--- src/rtl/cpu_exec_controller.sv ---
// cpu_exec_controller: single-clock step sequencer for the CPU.
// Optional build macro: SINGLE_STEP_EN (adds step_mode for button-driven stepping).
module cpu_exec_controller #(
    parameter int DIV    = 4,
    parameter int DISP_W = 28,
    parameter int SW_W   = 18
) (
    input  logic              clock,
    input  logic              reset_n,
    input  logic              button,
    input  logic [SW_W-1:0]   switches,
    input  logic              op_in,
    input  logic              op_out,
    input  logic              op_halt,
    input  logic [DISP_W-1:0] cpu_data,
`ifdef SINGLE_STEP_EN
    input  logic              step_mode,
`endif
    output logic              cpu_en,
    output logic [SW_W-1:0]   in_data,
    output logic [31:0]       display,
    output logic [3:0]        led_state,
    output logic [15:0]       step_count
);

    localparam int CW = (DIV > 2) ? $clog2(DIV) : 1;
    localparam logic [CW-1:0] TICK_AT = CW'(DIV - 1);
    localparam logic [31:0] BLANK = 32'h07FF_FFFF;

    typedef enum logic [1:0] {
        S_RUN,
        S_WAIT_IN,
        S_WAIT_OUT,
        S_HALT
    } state_t;

    state_t          state_q;
    state_t          state_d;
    logic [CW-1:0]   cnt_q;
    logic            tick;
    logic            button_q;
    logic            btn_rise;
    logic            run_evt;
    logic            cpu_en_d;
    logic [SW_W-1:0] in_data_d;
    logic [31:0]     display_d;
    logic [2:0]      led_q;
    logic [2:0]      led_d;
    logic            hb_q;
    logic [15:0]     step_cnt_q;

    assign tick     = (cnt_q == TICK_AT);
    assign btn_rise = button & ~button_q;

    // In step mode the RUN decision is taken on a button edge instead of a tick.
`ifdef SINGLE_STEP_EN
    assign run_evt = step_mode ? btn_rise : tick;
`else
    assign run_evt = tick;
`endif

    assign led_state  = {hb_q, led_q};
    assign step_count = step_cnt_q;

    // Free-running tick divider, wraps at DIV-1 regardless of state.
    always_ff @(posedge clock or negedge reset_n) begin
        if (!reset_n) begin
            cnt_q <= '0;
        end else if (tick) begin
            cnt_q <= '0;
        end else begin
            cnt_q <= cnt_q + CW'(1);
        end
    end

    // Button history for rising-edge detection.
    always_ff @(posedge clock or negedge reset_n) begin
        if (!reset_n) begin
            button_q <= 1'b0;
        end else begin
            button_q <= button;
        end
    end

    // FSM state register.
    always_ff @(posedge clock or negedge reset_n) begin
        if (!reset_n) begin
            state_q <= S_RUN;
        end else begin
            state_q <= state_d;
        end
    end

    // Next-state logic: halt beats in beats out on a RUN decision.
    always_comb begin
        state_d = state_q;
        unique case (state_q)
            S_RUN: begin
                if (run_evt) begin
                    if (op_halt) begin
                        state_d = S_HALT;
                    end else if (op_in) begin
                        state_d = S_WAIT_IN;
                    end else if (op_out) begin
                        state_d = S_WAIT_OUT;
                    end
                end
            end
            S_WAIT_IN: begin
                if (btn_rise) begin
                    state_d = S_RUN;
                end
            end
            S_WAIT_OUT: begin
                if (btn_rise) begin
                    state_d = S_RUN;
                end
            end
            S_HALT: begin
                state_d = S_HALT;
            end
        endcase
    end

    // Output decisions, registered below so every output is a flop.
    always_comb begin
        cpu_en_d  = 1'b0;
        in_data_d = in_data;
        display_d = display;
        unique case (state_q)
            S_RUN: begin
                if (run_evt && !op_halt && !op_in) begin
                    if (op_out) begin
                        display_d = 32'(cpu_data);
                    end else begin
                        cpu_en_d = 1'b1;
                    end
                end
            end
            S_WAIT_IN: begin
                if (btn_rise) begin
                    in_data_d = switches;
                    cpu_en_d  = 1'b1;
                end
            end
            S_WAIT_OUT: begin
                if (btn_rise) begin
                    cpu_en_d = 1'b1;
                end
            end
            S_HALT: begin
                cpu_en_d = 1'b0;
            end
        endcase
    end

    // Status LEDs follow the state being entered, so they match state_q.
    always_comb begin
        led_d = 3'b000;
        unique case (state_d)
            S_RUN:      led_d = 3'b000;
            S_WAIT_IN:  led_d = 3'b001;
            S_WAIT_OUT: led_d = 3'b010;
            S_HALT:     led_d = 3'b100;
        endcase
    end

    // Output registers; the step counter is written every cycle.
    always_ff @(posedge clock or negedge reset_n) begin
        if (!reset_n) begin
            cpu_en     <= 1'b0;
            in_data    <= '0;
            display    <= BLANK;
            led_q      <= 3'b000;
            hb_q       <= 1'b0;
            step_cnt_q <= 16'h0000;
        end else begin
            cpu_en     <= cpu_en_d;
            in_data    <= in_data_d;
            display    <= display_d;
            led_q      <= led_d;
            hb_q       <= hb_q ^ tick;
            step_cnt_q <= step_cnt_q + {15'd0, cpu_en_d};
        end
    end

endmodule

--- config.mk ---
export PLATFORM = sky130hd
export DESIGN_NAME = cpu_exec_controller
export DESIGN_NICKNAME = d
export VERILOG_FILES = /design/src/rtl/cpu_exec_controller.sv
export SDC_FILE = /design/constraint.sdc
export NUM_CORES = 1
export LEC_CHECK = 0
export BUFFER_PORTS_ARGS = -buffer_cell sky130_fd_sc_hd__buf_2
export CORE_UTILIZATION = 44
export DETAILED_ROUTE_END_ITERATION = 6
export PLACE_DENSITY = 0.88
export SYNTH_ARGS = -nofsm -noshare
export SYNTH_HDL_FRONTEND = slang
export SYNTH_SLANG_ARGS = --single-unit
--- constraint.sdc ---
create_clock -name clock -period 2.24 [get_ports clock]
set_clock_uncertainty 0.15 [all_clocks]
set_input_delay 0.448 -clock clock [delete_from_list [all_inputs] [get_ports clock]]
set_output_delay 0.448 -clock clock [all_outputs]
set_load 0.01 [all_outputs]
==> metrics.md, run 1 <==
| Metric | Value |
|---|---|
| Outcome | complete, no violations |
| Detail Placement HPWL | between 4 and 5 mm |
| Min Tclk post-route | 2.125 ns |
| Post-DR vias/cell | 4.702 |
| Clock Tree Root | clkbuf_8 |
| CP Cell Sequence | inv_1 > ha_1 > nand2_1 > o21ai_1 > buf_4 > ha_1 > nand3_4 > nor4_4 > xor2_1 |
| XOR/XNOR Fraction of Synth Area | 4.230% |
| Synth Area in Adders | ~3.2% |
| Crit-path leading delay family | simple AND/OR/NAND/NOR gates |
| First-pass GRT wire length | 9.308 mm |
| Slowest-stage cell, CP | dfrtp_1 |
| CP Buf/Inv Count | 2 |
| Post-route ant nets | 0 |
| CORE AREA | between 6000 and 7000 um2 |
| Avg Inst Size Synth | 14.93 um2 |
| Worst Path Arrival | 2.23 ns |
| Leakage | 2.082 nW |
| Setup CP Type | flop to flop |
| Slew Limit Fails | 0 |
| TNS Setup | 0 ns |
| IO Port Bufs | about 120 |
| Mux cell area share after synthesis | 19.42% |
| CTS tree | yes |
| Drt first pass iters | 4 |
| Drt wl/cell | 13.83 um |
| Synthesized cell area | 3105 um2 |
| CTS Buf Count | 9 |
| Post-Place Setup Slack | -0.02980 ns |
| Pin count of the biggest net entering global routing | 73 |
| Post-CTS Setup Inserts | 0 |
| Final setup vio count | 0 |
| Mapped Cells | about 210 |
| Final period utilization | 94.86% |
| Largest family of logic cells by synthesized area | multiplexers |
| DRT Wirelength | roughly 6 mm |
| Clock transition at path regs | 0.07 ns |
| Ant diodes | 0 |
| Sequential cell area fraction in the yosys report | 59.11% |
| Startpoint Class | flop |
| Worst-Skew Late Latency | 0.33 ns |
| Overflow after GRT | 0 |
| Setup WS post-layout | 0.1151 ns |
| CP most frequent cell | ha_1 |
| Initial core utilization | 45.71% |
| Final design utilization | 59.82% |
| Nets | ~400 |
| Area growth syn-to-layout | 30.86% |
| Max-cap viol count | 0 |
| Die Y | 86.01 um |
| Row count | 30 |
| Die ar. | between 7000 and 8000 um2 |
| DIE WIDTH | 86.01 um |
| Layout cells sized above 1 | 65.12% |
| Pwr dens | 1152 nW/um2 |
| Max incr delay on CP | 0.35 ns |
| Worst reg-to-reg setup slack | roughly 0.12 ns |
| Htree depth | 3 |
| DR vias | about 2.1k |
| IO Count | 123 |
| First DRT Iteration DRCs | 81 |
| Worst EP required | ~2.4 ns |
| Most common cell after layout, fill and taps aside | buf_2 |
| Peak supply drop | 0.5287 mV |
| GRT Total Usage | ~16% |
| Max clock buf depth | 2 |
| Initial antenna violation count | 0 |
| Fmax | 470.6 MHz |
| Worst setup EP type | flop |
| Synth Area in Simple Gates | 6.930% |
| Total power | 4.683 mW |
| Number of global-route vias before repair | ~2.0k |
| Synth Area in Compound Gates | 2.780% |
| GPL Wtd Cong | 0.8095 |
| Drt drc | 0 |
| Synth Warn # | 0 |
| Clk sinks | 72 |
| Register bit total from synthesis | 72 |
| Max Fanout on Critical Path | 7 |
| Most frequent cells in the layout | 118 x buf_2, 45 x dfrtp_1, 27 x dfstp_2, 26 x mux2_2, 20 x mux2_4 |
| Final hold violations | 0 |
| Yosys cell types | 36 |
| Hold Slack | 0.09974 ns |
| Worst Hold Class | input pin to flop |
-- cell usage after synthesis --
cell | n | share of area, %
mux2_2 | 26 | 9.4
dfstp_2 | 27 | 23
xnor2_1 | 4 | 1.1
nand3_1 | 4 | 0.64
nor2_1 | 6 | 0.73
mux2i_1 | 1 | 0.32
a21boi_0 | 2 | 0.48
inv_1 | 4 | 0.48
nor4_1 | 4 | 0.81
nor3_1 | 6 | 0.97
buf_12 | 2 | 1.3
o221ai_1 | 1 | 0.28
nand2_1 | 6 | 0.73
a31oi_1 | 2 | 0.40
o21a_1 | 1 | 0.24
a2bb2oi_1 | 1 | 0.28
clkbuf_1 | 1 | 0.12
or2_2 | 1 | 0.20
o32ai_1 | 1 | 0.28
ha_1 | 8 | 3.2
a2bb2o_1 | 1 | 0.32
nand4_1 | 3 | 0.60
conb_1 | 1 | 0.12
buf_6 | 3 | 1.1
o21ai_0 | 3 | 0.48
nand4_2 | 1 | 0.40
mux2_4 | 20 | 9.7
and4_1 | 1 | 0.28
nand3_2 | 2 | 0.64
nand2_2 | 1 | 0.20
and2b_1 | 1 | 0.24
nand4b_1 | 1 | 0.28
nand2b_1 | 1 | 0.20
xor2_1 | 11 | 3.1
buf_4 | 5 | 1.2
dfrtp_1 | 45 | 36
-- logic make-up (layout without fill, tap and decap cells) --
| kind of cell | Yosys count | count (layout) |
|---|---|---|
| simple gates | 38 | 38 |
| compound gates | 12 | 12 |
| buf+inv | 15 | 148 |
| mux | 47 | 47 |
| flops | 72 | 72 |
| fa+ha+maj | 8 | 8 |
| other cells | 1 | 4 |
| xor+xnor | 15 | 15 |
-- worst paths after layout --
check | end | cells after the start | start
worst max register to register | step_count[15] | 9 | state_q[1]
max in group asynchronous | display[21] | 3 | reset_n
worst max-delay path | step_count[15] | 9 | state_q[1]
min in group asynchronous | display[27] | 3 | reset_n
worst min register to register | cnt_q[0] | 1 | cnt_q[0]
worst min-delay path | button_q | 1 | button
-- metrics by stage --
step | instance area (um2) | std cells
finish | 4064 | 440
global placement | 3806 | 423
floorplan | 3118 | 211
detailed placement | 3806 | 423
CTS | 4015 | 440
global route | 4064 | 440
-- cell type report --
type	instances	area (um2)
Sequential cell	72	1836
Timing Repair Buffer	128	693.2
Clock inverter	3	40.04
Tap cell	96	120.1
Inverter	4	15.01
Fill cell	529	2730
Clock buffer	13	158.9
Multi-Input combinational cell	124	1201
-- power by group --
part / total, mW / switching [mW] / internal [mW] / leakage [nW]
sequential: 2.10 / 0.231 / 1.86 / 0.845
combinational: 1.57 / 0.733 / 0.839 / 1.13
clock: 1.02 / 0.442 / 0.573 / 0.103
-- sequential cells by signal, summed over array words and instances, names as in the netlist --
name	flops
led_q	3
cnt_q	2
display	28
hb_q	1
button_q	1
cpu_en	1
in_data	18
step_count	16
state_q	2
-- layer usage --
layer	vias to the layer above	global-route usage (%)	wire, um
met5	-	0	0
met4	0	7.879	89
met3	9	3.946	272
met2	69	28.35	3078
met1	1008	19.33	2647
li1	983	-	-
-- what timing repair did --
action | 4_1_cts | 5_1_grt
endpoints found under the setup margin | 0 | 3
endpoints found under the hold margin | 18 | 0
resized for setup | 0 | 7
hold buffers | 1 | 0
No activity file was read; power rests on OpenSTA's default activity.
==> inputs of run 2 (changes only) <==
--- a/config.mk
+++ b/config.mk
@@ -5,6 +5,7 @@
 export SDC_FILE = /design/constraint.sdc
 export NUM_CORES = 1
 export LEC_CHECK = 0
+export ABC_AREA = 1
 export BUFFER_PORTS_ARGS = -buffer_cell sky130_fd_sc_hd__buf_2
 export CORE_UTILIZATION = 44
 export DETAILED_ROUTE_END_ITERATION = 6
==> metrics.md, run 2 <==
| Metric | Value |
|---|---|
| IO Port Bufs | 118 |
| Synthesized cell area | 3213 um2 |
| Drt first pass iters | 4 |
| Most instantiated cells after synthesis | 105 x nand2_1, 49 x inv_1, 45 x dfrtp_1 |
| Mapped Cells | approximately 340 |
| Min Tclk post-route | 2.104 ns |
| Final design utilization | 61.23% |
| Pwr dens | 1140 nW/um2 |
| Detail Placement HPWL | 5.077 mm |
| Post-synth EDFFs | 0 |
| Fmax | 475.3 MHz |
| Worst flop-to-flop path endpoint | step_count[14] |
| Final setup vio count | 0 |
| Yosys cell types | 24 |
| Outcome | complete, no violations |
| Most frequent cells in the layout | 117 x buf_2, 103 x nand2_1, 49 x inv_1, 45 x dfrtp_1, 27 x dfstp_2 |
| Worst Hold Path EP | button_q |
| Least-Margin Pin Slew | 0.5742 ns |
| Pin count of the biggest net entering global routing | 57 |
| Yosys top cell area share | 35.05% |
| Max reg flops | 28 |
| Avg Inst Size Synth | 9.368 um2 |
| Synth Flop Type | dfrtp_1 |
| Synth area leaders | dfrtp_1 35%, dfstp_2 22%, nand2_1 12%, inv_1 5.7%, o21ai_2 5.5% |
| DR vias | approximately 2.6k |
| Post-DR vias/cell | about 4.6 |
| Startpoint Class | flop |
| CTS tree | yes |
| Hold path startpoint | button |
| GPL Wtd Cong | 0.7925 |
| Post-route ant nets | 0 |
| Reg2reg path depth | 13 |
| Setup CP Type | flop to flop |
| Hold Slack | 0.08444 ns |
| Worst EP required | 2.31 ns |
| Worst-Skew Late Latency | 0.33 ns |
| DRT Wirelength | approximately 6.9 mm |
| Synth Warn # | 0 |
| Htree depth | 3 |
| Initial core utilization | a little under half |
| Drt wl/cell | 12.11 um |
| CORE AREA | 6907 um2 |
| Die ar. | 7648 um2 |
| Final period utilization | 93.93% |
| Async SR Flop Fraction | 100.0% |
| IO Count | 123 |
| Hold depth | 1 |
| Max Fanout on Critical Path | 4 |
| Number of global-route vias before repair | 2394 |
| Leakage | ~2.4 nW |
| GRT Total Usage | approximately a fifth |
| Max clock buf depth | 2 |
| Drt drc | 0 |
| Die Y | 87.46 um |
| Slew Limit Fails | 0 |
| Register bit total from synthesis | 72 |
| CTS Buf Count | 9 |
| Sequential cell area fraction in the yosys report | a little under three fifths |
| Worst reg-to-reg setup slack | approximately 0.14 ns |
| RR Startpoint | cnt_q[1] |
| Area growth syn-to-layout | 31.62% |
| Final Instance Area | around 4200 um2 |
| Most flop-heavy register | display |
| Initial antenna violation count | 0 |
| Worst Path Arrival | 2.18 ns |
| Worst Hold Class | input pin to flop |
| Clk sinks | 72 |
| Ant diodes | 0 |
| Overflow after GRT | 0 |
| First-pass GRT wire length | 10.95 mm |
| Nets | 530 |
| Peak supply drop | 0.6445 mV |
| Placed cell area | 3895 um2 |
| First DRT Iteration DRCs | 84 |
| Clock transition at path regs | around 0.08 ns |
| Row count | 30 |
| Clock Tree Root | clkbuf_8 |
| Worst setup EP type | flop |
| Final hold violations | 0 |
| Total power | 4.822 mW |
| Dominant cell type by area after synthesis | dfrtp_1 |
| Most common cell after layout, fill and taps aside | buf_2 |
| Slew headroom | approximately three fifths |
| Max-cap viol count | 0 |
| Most frequent cell after synthesis | nand2_1 |
| Layout cells sized above 1 | a little over two fifths |
| DIE WIDTH | 87.46 um |
==> run 2: changes by cell type after synthesis, sizes merged, moves of 4 or more <==
cell and delta:
buf +5, inv +46, mux2 -46, nand2 +98, nand3 +22, nor2 +8
nor3 -4, nor4 -4, o21ai +29, xor2 -6
==> run 2: report_power, final <==
group          internal [mW]  switching, mW  total [mW]
clock                  0.765          0.468        1.23
sequential              1.85          0.235        2.08
combinational          0.645          0.861        1.51
==> run 2: worst max-delay path, cell delays in order (launching register included) <==
cell     delay [ns]
dfrtp_1        0.39
ha_4           0.16
inv_2          0.06
nor3_4         0.19
nand3_2        0.08
nand2_2        0.09
ha_1           0.15
ha_2           0.21
nand3_4        0.11
nor2_4         0.11
buf_4          0.13
nand3_1        0.06
nand2_1        0.07
nand2_1        0.05
==> run 2: layout make-up <==
class                      instances  area (um2)
inverter                          50       187.7
multi-input combinational        208        1139
clock buffer                      10       137.6
fill                             634        2678
clock inverter                     6       106.4
timing repair buffer             129       703.2
sequential                        72        1836
tap                               96       120.1
==> run 2: worst max path at each step <==
stage	from	endpoint	cells after the start
after global routing	cnt_q[1]	step_count[12]	12
after floorplan	button	step_count[12]	13
final	cnt_q[1]	step_count[14]	13
after detailed placement	state_q[1]	step_count[12]	11
after global placement	op_halt	step_count[12]	11
after CTS	state_q[1]	step_count[12]	11
==> run 2: cell families after synthesis <==
family,after synthesis,synth area share (%)
and+or+nand+nor,153,19.90
adders and majority gates,8,3.115
buffers and inverters,66,9.657
xor gates and xnor gates,9,2.453
AOI/OAI and AO/OA,34,7.633
other,1,0.1167
DFF,72,57.13
==> run 2: metrics by stage <==
| step | setup WS (ns) | cells | TNS (ns) |
|---|---|---|---|
| floorplan | 0.01089 | 346 | 0 |
| global placement | 0.08164 | 551 | 0 |
| detailed placement | -0.001229 | 551 | -0.001229 |
| CTS | 0.02118 | 568 | 0 |
| global route | -0.001975 | 571 | -0.001975 |
| finish | 0.1360 | 571 | 0 |
==> run 2: per-layer routing <==
metal | vias up | wire (um) | GRT usage, %
met5 | - | 0 | 0
met1 | 1230 | 2812 | 21.96
met3 | 11 | 374 | 4.265
li1 | 1303 | - | -
met2 | 84 | 3615 | 32.24
met4 | 0 | 110 | 9.240
==> run 2: what timing repair did <==
| action | 4_1_cts | 5_1_grt |
|---|---|---|
| buffers inserted | 0 | 3 |
| endpoints found under the hold margin | 38 | 0 |
| hold buffers | 1 | 0 |
| gates resized for setup | 2 | 10 |
| endpoints found under the setup margin | 1 | 6 |
| pin swaps | 0 | 4 |
==> inputs of run 3 (changes only) <==
--- a/config.mk
+++ b/config.mk
@@ -10,6 +10,7 @@
 export CORE_UTILIZATION = 44
 export DETAILED_ROUTE_END_ITERATION = 6
 export PLACE_DENSITY = 0.88
+export SETUP_SLACK_MARGIN = 0.3
 export SYNTH_ARGS = -nofsm -noshare
 export SYNTH_HDL_FRONTEND = slang
 export SYNTH_SLANG_ARGS = --single-unit
==> metrics.md, run 3 (synthesis gave the netlist of run 2 again) <==
| Metric | Value |
|---|---|
| Worst Hold Class | input pin to flop |
| RR Startpoint | cnt_q[0] |
| First-pass GRT wire length | about 11 mm |
| Final period utilization | 88.50% |
| Min Tclk post-route | 1.982 ns |
| DRT Wirelength | 6.884 mm |
| DR vias | approximately 2.6k |
| Worst Hold Path EP | button_q |
| First DRT Iteration DRCs | 82 |
| Max-cap viol count | 0 |
| Drt drc | 0 |
| IO Port Bufs | approximately 120 |
| Drt first pass iters | 4 |
| Reg2reg path depth | 12 |
| Total power | 4.632 mW |
| Most common cell after layout, fill and taps aside | buf_2 |
| Max Fanout on Critical Path | 4 |
| Nets | 536 |
| Drt wl/cell | between 10 and 15 um |
| Setup CP Type | flop to flop |
| Max clock buf depth | 2 |
| Fmax | 504.4 MHz |
| Pin count of the biggest net entering global routing | 57 |
| Final hold violations | 0 |
| Most frequent cells in the layout | 117 x buf_2, 101 x nand2_1, 45 x dfrtp_1, 42 x inv_1, 27 x dfstp_2 |
| GRT Total Usage | 18.95% |
| Worst EP required | ~2.3 ns |
| Hold path startpoint | button |
| Row count | 30 |
| Startpoint Class | flop |
| Most flop-heavy register | display |
| RSZ-0062 raised after global routing | true |
| Worst setup EP type | flop |
| TNS Setup | 0 ns |
| Ant diodes | 0 |
| Worst Path Arrival | a little over 2 ns |
| Peak supply drop | between 0.5 and 0.6 mV |
| Area growth syn-to-layout | 34.23% |
| Detail Placement HPWL | 4.923 mm |
| Clk sinks | 72 |
| Hold Slack | about 0.15 ns |
| DIE WIDTH | roughly 87 um |
| Slew headroom | 61.01% |
| Number of global-route vias before repair | 2515 |
| GPL Wtd Cong | roughly 0.77 |
| Max reg flops | 28 |
| Die Y | 87.46 um |
| CTS tree | yes |
| Post-route ant nets | 0 |
| Worst-Skew Late Latency | 0.33 ns |
| Slew Limit Fails | 0 |
| Worst flop-to-flop path endpoint | step_count[12] |
| Clock Tree Root | clkbuf_8 |
| Pwr dens | ~1100 nW/um2 |
| IO Count | about 120 |
| Final setup vio count | 0 |
| Clock transition at path regs | 0.08 ns |
| Worst reg-to-reg setup slack | 0.26 ns |
| Least-Margin Pin Slew | 0.5835 ns |
| Outcome | complete, no violations |
| Overflow after GRT | 0 |
| CORE AREA | 6907 um2 |
| Layout cells sized above 1 | 46.15% |
| Initial antenna violation count | 0 |
| Hold depth | 1 |
| Leakage | 2.387 nW |
| Post-DR vias/cell | 4.562 |
| Htree depth | 3 |
| CTS Buf Count | 9 |
| Initial core utilization | 46.52% |
| Die ar. | roughly 7600 um2 |
[run 3: changes by cell type in the layout (fill, tap and decap cells not counted), sizes merged]
cell,previous run,this run
bufinv,3,0
buf,128,134
clkinv,2,1
clkinvlp,1,0
clkbuf,10,15
[run 3: layout make-up]
| cell class | instances | area, um2 |
|---|---|---|
| flip-flops and latches | 72 | 1836 |
| clock inverters | 1 | 8.758 |
| inverters | 50 | 192.7 |
| multi-input cells | 208 | 1242 |
| well taps | 96 | 120.1 |
| clock buffers | 15 | 177.7 |
| fillers | 599 | 2594 |
| repair buffers | 135 | 735.7 |
[run 3: how the worst max path moves through the flow]
stage / slack, ns / startpoint / depth (start not counted) / end
4_1_cts: 0.26 / cnt_q[0] / 12 / step_count[12]
5_1_grt: 0.14 / cnt_q[0] / 14 / step_count[15]
3_3_place_gp: 0.16 / op_halt / 11 / step_count[12]
6_report: 0.26 / cnt_q[0] / 12 / step_count[12]
2_1_floorplan: 0.29 / button_q / 14 / step_count[12]
3_5_place_dp: 0.13 / op_halt / 11 / step_count[12]
[run 3: worst max-delay path, stage by stage, from the launching register on]
cell and delay, ns:
dfrtp_1 0.39, ha_4 0.16, inv_4 0.04, nor3_4 0.14
nand3_2 0.13, nand2_4 0.09, ha_4 0.13, ha_4 0.14
nand3_4 0.10, nor2_4 0.14, nand2_2 0.08, o21ai_1 0.13
nand2_1 0.06
[run 3: per-stage QoR]
stage               setup slack [ns]  cells  util [%]  area (um2)
floorplan                     0.2919    346         -        3328
global placement              0.1613    549     57.28        3956
detailed placement            0.1261    549     57.28        3956
CTS                           0.2554    571     60.89        4205
global route                  0.1422    577     62.45        4313
finish                        0.2576    577     62.45        4313
[run 3: power breakdown]
part	leakage (nW)	switching, mW	internal, mW
registers	0.865	0.258	1.85
clock network	0.0931	0.456	0.505
logic	1.43	0.889	0.676
total	2.39	1.60	3.03
[run 3: per-layer routing]
layer  up-vias  wire length (um)  track usage, %  part of all wire (%)
li1       1309                 -               -                     -
met1      1233              2835           21.71                    41
met2        78              3561           33.38                    52
met3        12               383           4.360                   5.6
met4         0               104           8.942                   1.5
met5         -                 0               0                     0
[run 3: timing repair]
action | in CTS | in global routing
setup buffers | 5 | 6
gates resized for setup | 4 | 16
pin swaps | 5 | 4
setup endpoints to repair | 8 | 11
hold buffers | 1 | 0
endpoints found under the hold margin | 27 | 0
